<file path="src/rtl/hazard_control_unit_if.sv">
`default_nettype none
// ============================================================================
// Module      : hazard_control_unit_if
// Description : Bundle of the decode-side hazard inputs and the pipeline
//               control outputs shared by the hazard control unit and the
//               pipeline that hosts it.
// Revision    : 1.0 - initial release
// ============================================================================
interface hazard_control_unit_if #(
  parameter int NB_REG = 5,
  parameter int NB_CNT = 16
);
  logic              en_pipeline_i;
  logic [NB_REG-1:0] id_rs_i;
  logic [NB_REG-1:0] id_rt_i;
  logic              id_uses_rt_i;
  logic [NB_REG-1:0] ex_rw_i;
  logic              ex_mem_read_i;
  logic              branch_taken_i;
  logic              halt_i;
  logic              pc_write_o;
  logic              ifid_write_o;
  logic              ifid_flush_o;
  logic              idex_bubble_o;
  logic              halted_o;
  logic [NB_CNT-1:0] stall_count_o;

  // Pipeline side: supplies decode information, consumes control.
  modport master (
    output en_pipeline_i, id_rs_i, id_rt_i, id_uses_rt_i, ex_rw_i,
           ex_mem_read_i, branch_taken_i, halt_i,
    input  pc_write_o, ifid_write_o, ifid_flush_o, idex_bubble_o,
           halted_o, stall_count_o
  );

  // Hazard unit side.
  modport slave (
    input  en_pipeline_i, id_rs_i, id_rt_i, id_uses_rt_i, ex_rw_i,
           ex_mem_read_i, branch_taken_i, halt_i,
    output pc_write_o, ifid_write_o, ifid_flush_o, idex_bubble_o,
           halted_o, stall_count_o
  );
endinterface
`default_nettype wire

</file>
<file path="src/rtl/hazard_control_unit.sv">
`default_nettype none
// ============================================================================
// Module      : hazard_control_unit
// Description : Load-use stall, taken-branch flush and HALT drain control for
//               the IF/ID, ID/EX stage registers and the PC. State advances
//               on the falling clock edge, matching the stage registers.
// Revision    : 1.0 - initial release
// ============================================================================
module hazard_control_unit #(
  parameter int NB_REG       = 5,
  parameter int DRAIN_CYCLES = 3,
  parameter int NB_CNT       = 16
) (
  input  logic                  clock,
  input  logic                  reset,
  hazard_control_unit_if.slave  bus
);

  typedef enum logic [1:0] {
    RUN    = 2'd0,
    DRAIN  = 2'd1,
    HALTED = 2'd2
  } state_t;

  state_t            state;
  logic [2:0]        drain_cnt;
  logic [NB_CNT-1:0] stall_count;
  logic              halted;

  logic [NB_REG-1:0] id_rs;
  logic [NB_REG-1:0] id_rt;
  logic [NB_REG-1:0] ex_rw;
  logic              load_use;
  logic              en;

  assign id_rs = bus.id_rs_i;
  assign id_rt = bus.id_rt_i;
  assign ex_rw = bus.ex_rw_i;
  assign en    = bus.en_pipeline_i;

  // A load into r0 never creates a dependency; rt only matters when read.
  assign load_use = bus.ex_mem_read_i && (ex_rw != '0) &&
                    ((ex_rw == id_rs) || (bus.id_uses_rt_i && (ex_rw == id_rt)));

  // Next-state, drain countdown and saturating stall/flush event counter.
  always_ff @(negedge clock or negedge reset) begin
    if (!reset) begin
      state       <= RUN;
      drain_cnt   <= 3'd0;
      stall_count <= '0;
      halted      <= 1'b0;
    end else if (en) begin
      case (state)
        RUN: begin
          // A taken branch wins: the decode instruction is wrong-path.
          if (bus.branch_taken_i || load_use) begin
            if (stall_count != '1) stall_count <= stall_count + 1'b1;
          end else if (bus.halt_i) begin
            state     <= DRAIN;
            drain_cnt <= 3'(DRAIN_CYCLES);
          end
        end
        DRAIN: begin
          drain_cnt <= drain_cnt - 3'd1;
          if (drain_cnt == 3'd1) begin
            state  <= HALTED;
            halted <= 1'b1;
          end
        end
        HALTED: begin
          state <= HALTED;
        end
        default: begin
          state <= RUN;
        end
      endcase
    end
  end

  // Decode of stage-register enables from state and current hazards.
  always_comb begin
    bus.pc_write_o    = 1'b0;
    bus.ifid_write_o  = 1'b0;
    bus.ifid_flush_o  = 1'b0;
    bus.idex_bubble_o = 1'b0;
    if (!reset) begin
      bus.idex_bubble_o = 1'b1;
    end else if (en) begin
      case (state)
        RUN: begin
          if (bus.branch_taken_i) begin
            bus.pc_write_o    = 1'b1;
            bus.ifid_write_o  = 1'b1;
            bus.ifid_flush_o  = 1'b1;
            bus.idex_bubble_o = 1'b1;
          end else if (load_use) begin
            bus.idex_bubble_o = 1'b1;
          end else if (!bus.halt_i) begin
            bus.pc_write_o    = 1'b1;
            bus.ifid_write_o  = 1'b1;
          end
        end
        default: begin
          bus.idex_bubble_o = 1'b1;
        end
      endcase
    end
  end

  assign bus.halted_o      = halted;
  assign bus.stall_count_o = stall_count;

endmodule
`default_nettype wire

</file>
<file path="src/flat_wrapper.sv">
// flat-port wrapper written by rule: the top's interface ports become plain ports
module hazard_control_unit_flat 
#(
  parameter int NB_REG       = 5,
  parameter int DRAIN_CYCLES = 3,
  parameter int NB_CNT       = 16
)
  (clock, reset, bus_en_pipeline_i, bus_id_rs_i, bus_id_rt_i, bus_id_uses_rt_i, bus_ex_rw_i, bus_ex_mem_read_i, bus_branch_taken_i, bus_halt_i, bus_pc_write_o, bus_ifid_write_o, bus_ifid_flush_o, bus_idex_bubble_o, bus_halted_o, bus_stall_count_o);
  hazard_control_unit_if #(.NB_REG(NB_REG), .NB_CNT(NB_CNT)) bus_i ();
  input  logic clock;
  input  logic reset;
  input wire logic [$bits(bus_i.en_pipeline_i)-1:0] bus_en_pipeline_i;
  input wire logic [$bits(bus_i.id_rs_i)-1:0] bus_id_rs_i;
  input wire logic [$bits(bus_i.id_rt_i)-1:0] bus_id_rt_i;
  input wire logic [$bits(bus_i.id_uses_rt_i)-1:0] bus_id_uses_rt_i;
  input wire logic [$bits(bus_i.ex_rw_i)-1:0] bus_ex_rw_i;
  input wire logic [$bits(bus_i.ex_mem_read_i)-1:0] bus_ex_mem_read_i;
  input wire logic [$bits(bus_i.branch_taken_i)-1:0] bus_branch_taken_i;
  input wire logic [$bits(bus_i.halt_i)-1:0] bus_halt_i;
  output wire logic [$bits(bus_i.pc_write_o)-1:0] bus_pc_write_o;
  output wire logic [$bits(bus_i.ifid_write_o)-1:0] bus_ifid_write_o;
  output wire logic [$bits(bus_i.ifid_flush_o)-1:0] bus_ifid_flush_o;
  output wire logic [$bits(bus_i.idex_bubble_o)-1:0] bus_idex_bubble_o;
  output wire logic [$bits(bus_i.halted_o)-1:0] bus_halted_o;
  output wire logic [$bits(bus_i.stall_count_o)-1:0] bus_stall_count_o;
  assign bus_i.en_pipeline_i = bus_en_pipeline_i;
  assign bus_i.id_rs_i = bus_id_rs_i;
  assign bus_i.id_rt_i = bus_id_rt_i;
  assign bus_i.id_uses_rt_i = bus_id_uses_rt_i;
  assign bus_i.ex_rw_i = bus_ex_rw_i;
  assign bus_i.ex_mem_read_i = bus_ex_mem_read_i;
  assign bus_i.branch_taken_i = bus_branch_taken_i;
  assign bus_i.halt_i = bus_halt_i;
  assign bus_pc_write_o = bus_i.pc_write_o;
  assign bus_ifid_write_o = bus_i.ifid_write_o;
  assign bus_ifid_flush_o = bus_i.ifid_flush_o;
  assign bus_idex_bubble_o = bus_i.idex_bubble_o;
  assign bus_halted_o = bus_i.halted_o;
  assign bus_stall_count_o = bus_i.stall_count_o;
  hazard_control_unit #(.NB_REG(NB_REG), .DRAIN_CYCLES(DRAIN_CYCLES), .NB_CNT(NB_CNT)) u_core (.clock(clock), .reset(reset), .bus(bus_i));
endmodule
</file>
<file path="config.mk">
export PLATFORM = sky130hd
export DESIGN_NAME = hazard_control_unit_flat
export DESIGN_NICKNAME = d
export VERILOG_FILES = /design/src/rtl/hazard_control_unit_if.sv /design/src/rtl/hazard_control_unit.sv /design/src/flat_wrapper.sv
export SDC_FILE = /design/constraint.sdc
export NUM_CORES = 1
export LEC_CHECK = 0
export BUFFER_PORTS_ARGS = -buffer_cell sky130_fd_sc_hd__buf_2
export CAP_MARGIN = 0
export CORE_MARGIN = 5
export CORE_UTILIZATION = 50
export CTS_CLUSTER_SIZE = 14
export DETAILED_ROUTE_END_ITERATION = 12
export PLACE_DENSITY = 0.87
export SLEW_MARGIN = 30
export SYNTH_ARGS = -nofsm -noshare
export SYNTH_HDL_FRONTEND = slang
export SYNTH_SLANG_ARGS = --single-unit
</file>
<file path="constraint.sdc">
create_clock -name clock -period 4.2 [get_ports clock]
set_clock_uncertainty 0.15 [all_clocks]
set_input_delay 0.21 -clock clock [delete_from_list [all_inputs] [get_ports clock]]
set_output_delay 0.21 -clock clock [all_outputs]
set_load 0.02 [all_outputs]
</file>
==> reports/qor.yml, run 1 <==
worst_pin_slew_ns: 0.531
power_mw: 0.741
mostFrequentLayoutCells: "buf_2, dfrtn_1, xnor2_1"
cp-start-kind: "flip-flop"
ys_seq_elements: 22
internal_power_mw: 0.473
hold_viol: 0
p_sw_mw: 0.268
num_antenna_cells: 0
outcome: "completed"
finalNetCount: 198
timing.rr.end: "u_core.bus.stall_count_o[1]"
detail_route.wl_per_cell_um: 14.6
synth_fp_nets: 154
critPathMaxFanout: 4
area_growth_pct: 20.7
hpwl_um: 2320
cts_root_buf: "clkbuf_4"
drc: 0
vias: 1098
numCtsBuffers: 3
async_flop_share_pct: 100
cts_tree: "done"
clock_latency_ns: 0.31
fp.dieH_um: 62.2
rows: 19
grt_overflow: 0
ctsHoldBuffers: 0
cp_data_required_time_ns: 3.84
numPortBuffers: 42
path_class: "flip-flop to output port"
cp.arrival_ns: 3.64
slew_headroom_pct: 64.6
r2r_cells: 5
cts_repair_resize_count: 0
grt_max_degree: 26
wl_um: 2920
p_comb_share_pct: 38.3
place.gp.congestion: 0.818
grt_pass1_vias: 1173
synth_cell_types: 38
clock-sinks: 22
reg2reg_from: "u_core.bus.stall_count_o[4]"
ant_nets: 0
worstHoldEndpoint: "u_core.bus.halted_o"
grt_pass1_wl_um: 5130
power_density_mw_per_mm2: 451
gr-usage-all-layers_pct: 15.7
ys_warn_count: 0
hold-path-cell-count: 1
grt_setup_unrepaired: "no"
die_w_um: 62.2
p_leak_nw: 0.844
whs_ns: 0.292
drtPass1Iterations: 4
io_pins: 43
final_core_util_pct: 61.2
finalMaxSlewViolations: 0
nFillCells: 239
netlist_area_mm2: 0.00136
ys_seq_area_share_pct: 40.4
setup_viol: 0
postCtsSetupRepairBufs: 0
critPathCaptureType: "output port"
vdd_drop_max_mv: 0.435
holdCritPathClass: "flip-flop to flip-flop"
via_per_inst: 5.49
seqPwrFrac_pct: 40.1
cts_buffer_depth: 2
worstHoldStart: "u_core.bus.halted_o"
final_common_cell: "buf_2"
dieArea_mm2: 0.00387
core_mm2: 0.00269
final_layout_size_suffix_gt1_share_pct: 37.3
start_util_pct: 50.7
synthFlopType: "dfrtn_1"
synth_edf_count: 0
pwr-share-clk_pct: 21.6
clk_pin_slew_ns: 0.07
drv_cap: 0
rrSetupSlack_ns: 1.97
avgSynthCellArea_um2: 10.8
antenna_found_initial: 0
cts-htree-levels: 1
synthCells: 126
drt_iter0_drc: 47
p_sw_share_pct: 36.2
-- layout make-up --
| cell class | instances | area (um2) | share of cell area, % |
|---|---|---|---|
| inverters | 7 | 26.3 | 1.60 |
| clock inverters | 1 | 30.0 | 1.83 |
| well taps | 31 | 38.8 | 2.36 |
| clock buffers | 3 | 22.5 | 1.37 |
| repair buffers | 43 | 218 | 13.2 |
| flip-flops and latches | 22 | 551 | 33.5 |
| multi-input cells | 93 | 758 | 46.1 |
-- stage by stage --
step	TNS (ns)	setup WS, ns	instance area [um2]	instances
floorplan	0	0.214	1360	126
global placement	0	0.0598	1590	196
detailed placement	-0.153	-0.0663	1590	196
CTS	0	0.189	1640	200
global route	0	0.116	1640	200
finish	0	0.203	1640	200
-- Yosys cell counts, types with 2 or more instances --
| master | instances | area, um2 |
|---|---|---|
| a21oi_2 | 2 | 17.5 |
| and2_1 | 3 | 18.8 |
| and3_1 | 4 | 25.0 |
| and3_2 | 2 | 15.0 |
| dfrtn_1 | 22 | 551 |
| ha_1 | 6 | 75.1 |
| inv_1 | 7 | 26.3 |
| mux2_2 | 3 | 33.8 |
| nand2_1 | 8 | 30.0 |
| nand3_1 | 7 | 35.0 |
| nand4_1 | 7 | 43.8 |
| nor2_1 | 6 | 22.5 |
| o22a_1 | 2 | 17.5 |
| xnor2_1 | 14 | 123 |
| xor2_1 | 10 | 87.6 |
-- worst max-delay path by stage --
stage,start,end,slack [ns]
after floorplan,bus_ex_rw_i[0],u_core.state[0],0.21
after global routing,u_core.state[1],bus_idex_bubble_o,0.12
after CTS,u_core.state[0],bus_ifid_flush_o,0.19
after detailed placement,bus_ex_rw_i[4],u_core.bus.stall_count_o[1],-0.07
after global placement,bus_ex_rw_i[4],u_core.bus.stall_count_o[1],0.06
final,u_core.state[0],bus_ifid_flush_o,0.20
-- sequential cells by signal (all words and copies together) (netlist names) --
signal,count
u_core.drain_cnt,3
u_core.bus.stall_count_o,16
u_core.state,2
u_core.bus.halted_o,1
-- power groups by stage --
| stage | Combinational, mW | Sequential (mW) | Clock, mW |
|---|---|---|---|
| 2_1_floorplan | 0.180 | 0.324 | 0 |
| 3_3_place_gp | 0.268 | 0.296 | 0 |
| 3_5_place_dp | 0.284 | 0.301 | 0 |
| 4_1_cts | 0.286 | 0.298 | 0.164 |
| 5_1_grt | 0.313 | 0.305 | 0.173 |
| 6_report | 0.284 | 0.297 | 0.160 |
-- kinds of logic (layout without fill, tap and decap cells) --
group	Yosys count	after routing	synth area share, %
flops	22	22	40.4
mux	3	3	2.48
fa+ha+maj	6	6	5.51
buf+inv	11	54	3.95
xor+xnor	25	25	16.6
simple gates	47	47	21.9
compound gates	12	12	9.09
-- layer usage --
layer	part of all wire (%)	global-route usage, %	vias up
met5	0	0	-
met4	0.96	4.07	0
met3	8.2	3.96	4
met2	53	28.5	43
met1	38	18.0	521
li1	-	-	530
-- critical path: stages (launching register included) --
cell	delay (ns)
dfrtn_1	0.43
inv_1	0.07
ha_1	0.24
and2_1	0.18
and3_1	0.17
buf_2	0.15
No activity file was read; power rests on OpenSTA's default activity.
==> run 2, diff against run 1 <==
--- a/config.mk
+++ b/config.mk
@@ -5,13 +5,14 @@
 export SDC_FILE = /design/constraint.sdc
 export NUM_CORES = 1
 export LEC_CHECK = 0
+export ABC_AREA = 1
 export BUFFER_PORTS_ARGS = -buffer_cell sky130_fd_sc_hd__buf_2
 export CAP_MARGIN = 0
 export CORE_MARGIN = 5
 export CORE_UTILIZATION = 50
 export CTS_CLUSTER_SIZE = 14
 export DETAILED_ROUTE_END_ITERATION = 12
-export PLACE_DENSITY = 0.87
+export PLACE_DENSITY = 0.83
 export SLEW_MARGIN = 30
 export SYNTH_ARGS = -nofsm -noshare
 export SYNTH_HDL_FRONTEND = slang
==> run 2 against run 1 <==
Effect of this change: cell count increased by 62%; synthesized area increased by 22%; global-route usage increased by 0.66 points; sequential cell count unchanged; non-clock buffer count unchanged; count of clock-buffer cells in the layout unchanged; sequential share of layout area decreased by 5.1 points; final area increased by 18%; synthesized cell count increased by 87%; via count increased by 42%; hold slack got worse by 0.025 ns; clock power increased by 2%; largest power group is now combinational logic.
==> reports/qor.yml, run 2 <==
drc: 0
setup_viol: 0
outcome: "completed"
grt_setup_unrepaired: "no"
finalMaxSlewViolations: 0
p_sw_share_pct: 40.7
nFillCells: 313
path_cells: "inv_1 -> ha_2 -> nand2_1 -> inv_1 -> nand2_1 -> o21ai_1 -> buf_2"
synth_cell_types: 29
finalNetCount: 307
fin_setup_tns_ns: 0
drt_iter0_drc: 105
antenna_found_initial: 0
synth_fp_nets: 264
path_class: "flip-flop to output port"
synth_edf_count: 0
core_mm2: 0.00328
whs_ns: 0.268
worst_path_max_delay_cell: "dfrtn_1"
mostFrequentLayoutCells: "nand2_1, buf_2, inv_1"
rows: 21
gr-usage-all-layers_pct: 16.3
hpwl_um: 2850
reg2reg_from: "u_core.bus.stall_count_o[0]"
grt_overflow: 0
ys_warn_count: 0
slowest_delay_ns: 0.38
slew_headroom_pct: 65.2
yosysMostFrequentCell: "nand2_1"
clk_pin_slew_ns: 0.08
startpoint: "u_core.state[0]"
synth_top_cell_by_area: "dfrtn_1"
cts_tree: "done"
avgSynthCellArea_um2: 7.03
numPortBuffers: 42
clock_latency_ns: 0.31
wl_um: 3610
drv_cap: 0
synthCells: 236
via_per_inst: 4.82
grt_pass1_vias: 1343
timing.rr.end: "u_core.bus.stall_count_o[15]"
die_w_um: 67.6
hold_viol: 0
place.gp.congestion: 0.866
power_density_mw_per_mm2: 427
p_leak_nw: 1.06
clock-sinks: 22
hold-path-cell-count: 2
critPathCaptureType: "output port"
ctsHoldBuffers: 0
cts-htree-levels: 1
start_util_pct: 50.5
grt_pass1_wl_um: 5910
cts_root_buf: "clkbuf_4"
numCtsBuffers: 3
pwr-share-clk_pct: 19.8
cp.arrival_ns: 3.67
grt_max_degree: 26
largest_reg_flops: 16
p_comb_share_pct: 42.6
r2r_cells: 9
cp-start-kind: "flip-flop"
internal_power_mw: 0.491
seqPwrFrac_pct: 37.7
rrSetupSlack_ns: 2.08
cts_buffer_depth: 2
detail_route.wl_per_cell_um: 11.2
synthTopCellsByArea: "dfrtn_1, nand2_1, inv_1, nand3_1, xor2_1"
io_pins: 43
ys_seq_elements: 22
p_sw_mw: 0.337
synth_common_cells: "nand2_1, inv_1, dfrtn_1, nand3_1, nor2_1"
ys_seq_area_share_pct: 33.2
cp_data_required_time_ns: 3.84
synthFlopType: "dfrtn_1"
num_antenna_cells: 0
critPathMaxFanout: 5
dieArea_mm2: 0.00457
ant_nets: 0
area_growth_pct: 16.8
final_common_cell: "nand2_1"
holdCritPathClass: "flip-flop to flip-flop"
worst_pin_slew_ns: 0.522
vdd_drop_max_mv: 0.204
async_flop_share_pct: 100
netlist_area_mm2: 0.00166
vias: 1561
crit_path_end: "bus_pc_write_o"
fp.dieH_um: 67.6
final_layout_size_suffix_gt1_share_pct: 22.7
drtPass1Iterations: 4
yosysTopAreaCellShare_pct: 33.2
run 2: cell count changes in the layout (fill, tap and decap cells not counted), sizes merged, moves of 9 or more:
cell,change
nor2,+11
inv,+25
nand2,+80
nand3,+14
xnor2,-9
run 2: routing by layer:
layer  wire length, um  share of wire, %  global-route usage [%]
met4                29              0.80                    3.29
met2              1750                48                    27.8
met3               228               6.3                    3.66
met5                 0                 0                       0
met1              1610                44                    21.1
run 2: through the flow:
stage / power (mW) / instance area [um2] / instances / worst slack [ns] / util (%)
2_1_floorplan: 0.584 / 1660 / 236 / 0.108 / -
3_3_place_gp: 0.656 / 1880 / 320 / 0.453 / 57.3
3_5_place_dp: 0.666 / 1880 / 320 / 0.400 / 57.3
4_1_cts: 0.831 / 1940 / 324 / 0.0554 / 58.9
5_1_grt: 0.899 / 1940 / 324 / 0.0355 / 59.0
6_report: 0.828 / 1940 / 324 / 0.167 / 59.0
run 2: repair_timing:
action	in CTS	in global routing
gates resized for setup	0	2
endpoints found under the setup margin	0	2
buffers inserted	0	0
run 2: final cells by class:
cell class	count	area (um2)	share of cell area, %
well taps	46	57.6	2.97
repair buffers	43	218	11.2
clock buffers	3	22.5	1.16
clock inverters	1	30.0	1.55
multi-input cells	177	940	48.5
flip-flops and latches	22	551	28.4
inverters	32	120	6.20
run 2: power groups by stage:
stage	clock network, mW	registers [mW]	logic, mW
floorplan	0	0.337	0.247
global placement	0	0.313	0.344
detailed placement	0	0.315	0.351
CTS	0.167	0.311	0.352
global route	0.176	0.321	0.402
finish	0.164	0.312	0.352
run 2: critical path, delay by kind of cell, from the launching register on:
family	cells	cell delay, ns
AOI/OAI and AO/OA	1	0.17
and+or+nand+nor	2	0.15
DFF	1	0.38
adders and majority gates	1	0.22
buffers and inverters	3	0.36
run 2: kinds of logic (layout without fill, tap and decap cells):
group / count (synthesis) / after routing / synth area share (%)
adders and majority gates: 6 / 6 / 4.52
AOI/OAI and AO/OA: 10 / 10 / 4.22
xor gates and xnor gates: 16 / 16 / 8.90
DFF: 22 / 22 / 33.2
buffers and inverters: 37 / 79 / 10.3
and+or+nand+nor: 145 / 145 / 38.8
run 2: how the worst min path moves through the flow:
stage / slack, ns / endpoint / start
floorplan: 0.25 / u_core.drain_cnt[1] / u_core.drain_cnt[1]
global placement: 0.26 / u_core.bus.halted_o / u_core.bus.halted_o
detailed placement: 0.27 / u_core.bus.halted_o / u_core.bus.halted_o
CTS: 0.27 / u_core.bus.halted_o / u_core.bus.halted_o
global route: 0.29 / u_core.bus.halted_o / u_core.bus.halted_o
finish: 0.27 / u_core.state[1] / u_core.state[1]
==> run 3, diff against run 2 <==
--- a/config.mk
+++ b/config.mk
@@ -8,12 +8,13 @@
 export ABC_AREA = 1
 export BUFFER_PORTS_ARGS = -buffer_cell sky130_fd_sc_hd__buf_2
 export CAP_MARGIN = 0
+export CORE_ASPECT_RATIO = 1.5
 export CORE_MARGIN = 5
 export CORE_UTILIZATION = 50
 export CTS_CLUSTER_SIZE = 14
 export DETAILED_ROUTE_END_ITERATION = 12
+export MAX_ROUTING_LAYER = met4
 export PLACE_DENSITY = 0.83
-export SLEW_MARGIN = 30
 export SYNTH_ARGS = -nofsm -noshare
 export SYNTH_HDL_FRONTEND = slang
 export SYNTH_SLANG_ARGS = --single-unit
==> run 3 against run 2 <==
Effect of this change: worst setup slack better by 0.0059 ns; sequential cell count stayed put; register-to-register slack improved by 0.04 ns; combinational power grew 4%; final area grew 0.58%; routed wire length increased by 4.2%; critical path depth unchanged; hold slack gained 0.0084 ns; count of clock-buffer cells in the layout unchanged; clock power grew 20%; non-clock buffer count unchanged; sequential power about the same.
==> reports/qor.yml, run 3 (same netlist as run 2, synthesis figures left out) <==
worst_path_max_delay_cell: "dfrtn_1"
dieArea_mm2: 0.00459
drt_iter0_drc: 71
via_per_inst: 5.04
largest_reg_flops: 16
finalMaxSlewViolations: 0
io_pins: 43
fin_setup_tns_ns: 0
hpwl_um: 2910
antenna_found_initial: 0
grt_pass1_vias: 1657
cts_buffer_depth: 2
whs_ns: 0.276
cts-htree-levels: 1
power_density_mw_per_mm2: 451
slew_headroom_pct: 63.4
setup_viol: 0
grt_pass1_wl_um: 6780
finalNetCount: 307
holdCritPathClass: "flip-flop to flip-flop"
hold_viol: 0
core_mm2: 0.00319
postCtsSetupRepairBufs: 0
num_antenna_cells: 0
placed_cells: 314
cp_data_required_time_ns: 3.84
fin_cells: 318
wl_um: 3760
p_leak_nw: 1.07
path_cells: "inv_1 -> ha_2 -> nand2_1 -> inv_1 -> nand2_1 -> o21ai_1 -> buf_2"
final_core_util_pct: 61.1
grt_max_degree: 26
critPathMaxFanout: 5
gr-usage-all-layers_pct: 18.8
clock_latency_ns: 0.27
die_w_um: 57.0
worst_pin_slew_ns: 0.549
rows: 25
fp.dieH_um: 80.6
place.gp.congestion: 0.895
area_growth_pct: 17.5
dpl_cell_area_mm2: 0.00188
numCtsBuffers: 3
final_common_cell: "nand2_1"
vdd_drop_max_mv: 0.349
outcome: "completed"
clk_pin_slew_ns: 0.06
vias: 1603
ant_nets: 0
cts_tree: "done"
cp.arrival_ns: 3.67
start_util_pct: 52.0
drv_cap: 0
detail_route.wl_per_cell_um: 11.8
fin_area_mm2: 0.00195
drtPass1Iterations: 4
critPathCaptureType: "output port"
slowest_delay_ns: 0.37
numPortBuffers: 42
grt_overflow: 0
drc: 0
grt_setup_unrepaired: "no"
path_class: "flip-flop to output port"
final_layout_size_suffix_gt1_share_pct: 22.7
mostFrequentLayoutCells: "nand2_1, buf_2, inv_1"
cts_root_buf: "clkbuf_8"
cp-start-kind: "flip-flop"
clock-sinks: 22
run 3: cell counts in the layout (fill, tap and decap cells not counted):
Identical to the previous run, type by type.
run 3: what timing repair did:
action	4_1_cts	5_1_grt
hold buffers	0	0
setup endpoints to repair	0	2
resized for setup	0	2
run 3: worst paths after layout:
kind | start | end | slack, ns | cells past startpoint
min | u_core.drain_cnt[1] | u_core.drain_cnt[1] | 0.28 | 2
max reg2reg | u_core.bus.stall_count_o[0] | u_core.bus.stall_count_o[15] | 2.12 | 9
min reg2reg | u_core.drain_cnt[1] | u_core.drain_cnt[1] | 0.28 | 2
max | u_core.state[0] | bus_ifid_write_o | 0.17 | 7
max in group asynchronous | reset | u_core.state[0] | 1.75 | 1
min in group asynchronous | reset | u_core.bus.halted_o | 1.75 | 1
run 3: per-stage QoR:
stage	total power [mW]	worst slack [ns]
floorplan	0.584	0.108
global placement	0.660	0.458
detailed placement	0.677	0.394
CTS	0.883	0.0896
global route	0.957	0.0236
finish	0.879	0.173
run 3: cell type report:
cell class / instances / area, um2
clock buffer: 3 / 41.3
clock inverter: 1 / 30.0
fill: 321 / 1240
inverter: 32 / 120
multi-input combinational: 177 / 940
sequential: 22 / 551
tap: 40 / 50.0
timing repair buffer: 43 / 218
run 3: per-layer routing:
metal | vias to the layer above | GRT usage [%] | part of all wire (%)
met2 | 43 | 33.0 | 52
met1 | 720 | 20.6 | 40
met5 | - | - | 0
met4 | 0 | 8.82 | 3.3
met3 | 15 | 2.89 | 4.9
li1 | 825 | - | -
run 3: power breakdown:
part / internal, mW / total [mW] / switching [mW] / leakage [nW]
Clock: 0.127 / 0.197 / 0.0700 / 0.0357
Combinational: 0.134 / 0.367 / 0.233 / 0.741
Sequential: 0.262 / 0.314 / 0.0522 / 0.291
Total: 0.524 / 0.879 / 0.355 / 1.07
run 3: critical path: cells and delay by family (launching register included):
kind | cells | cell delay (ns)
simple gates | 2 | 0.16
flops | 1 | 0.37
compound gates | 1 | 0.17
buf+inv | 3 | 0.36
fa+ha+maj | 1 | 0.22
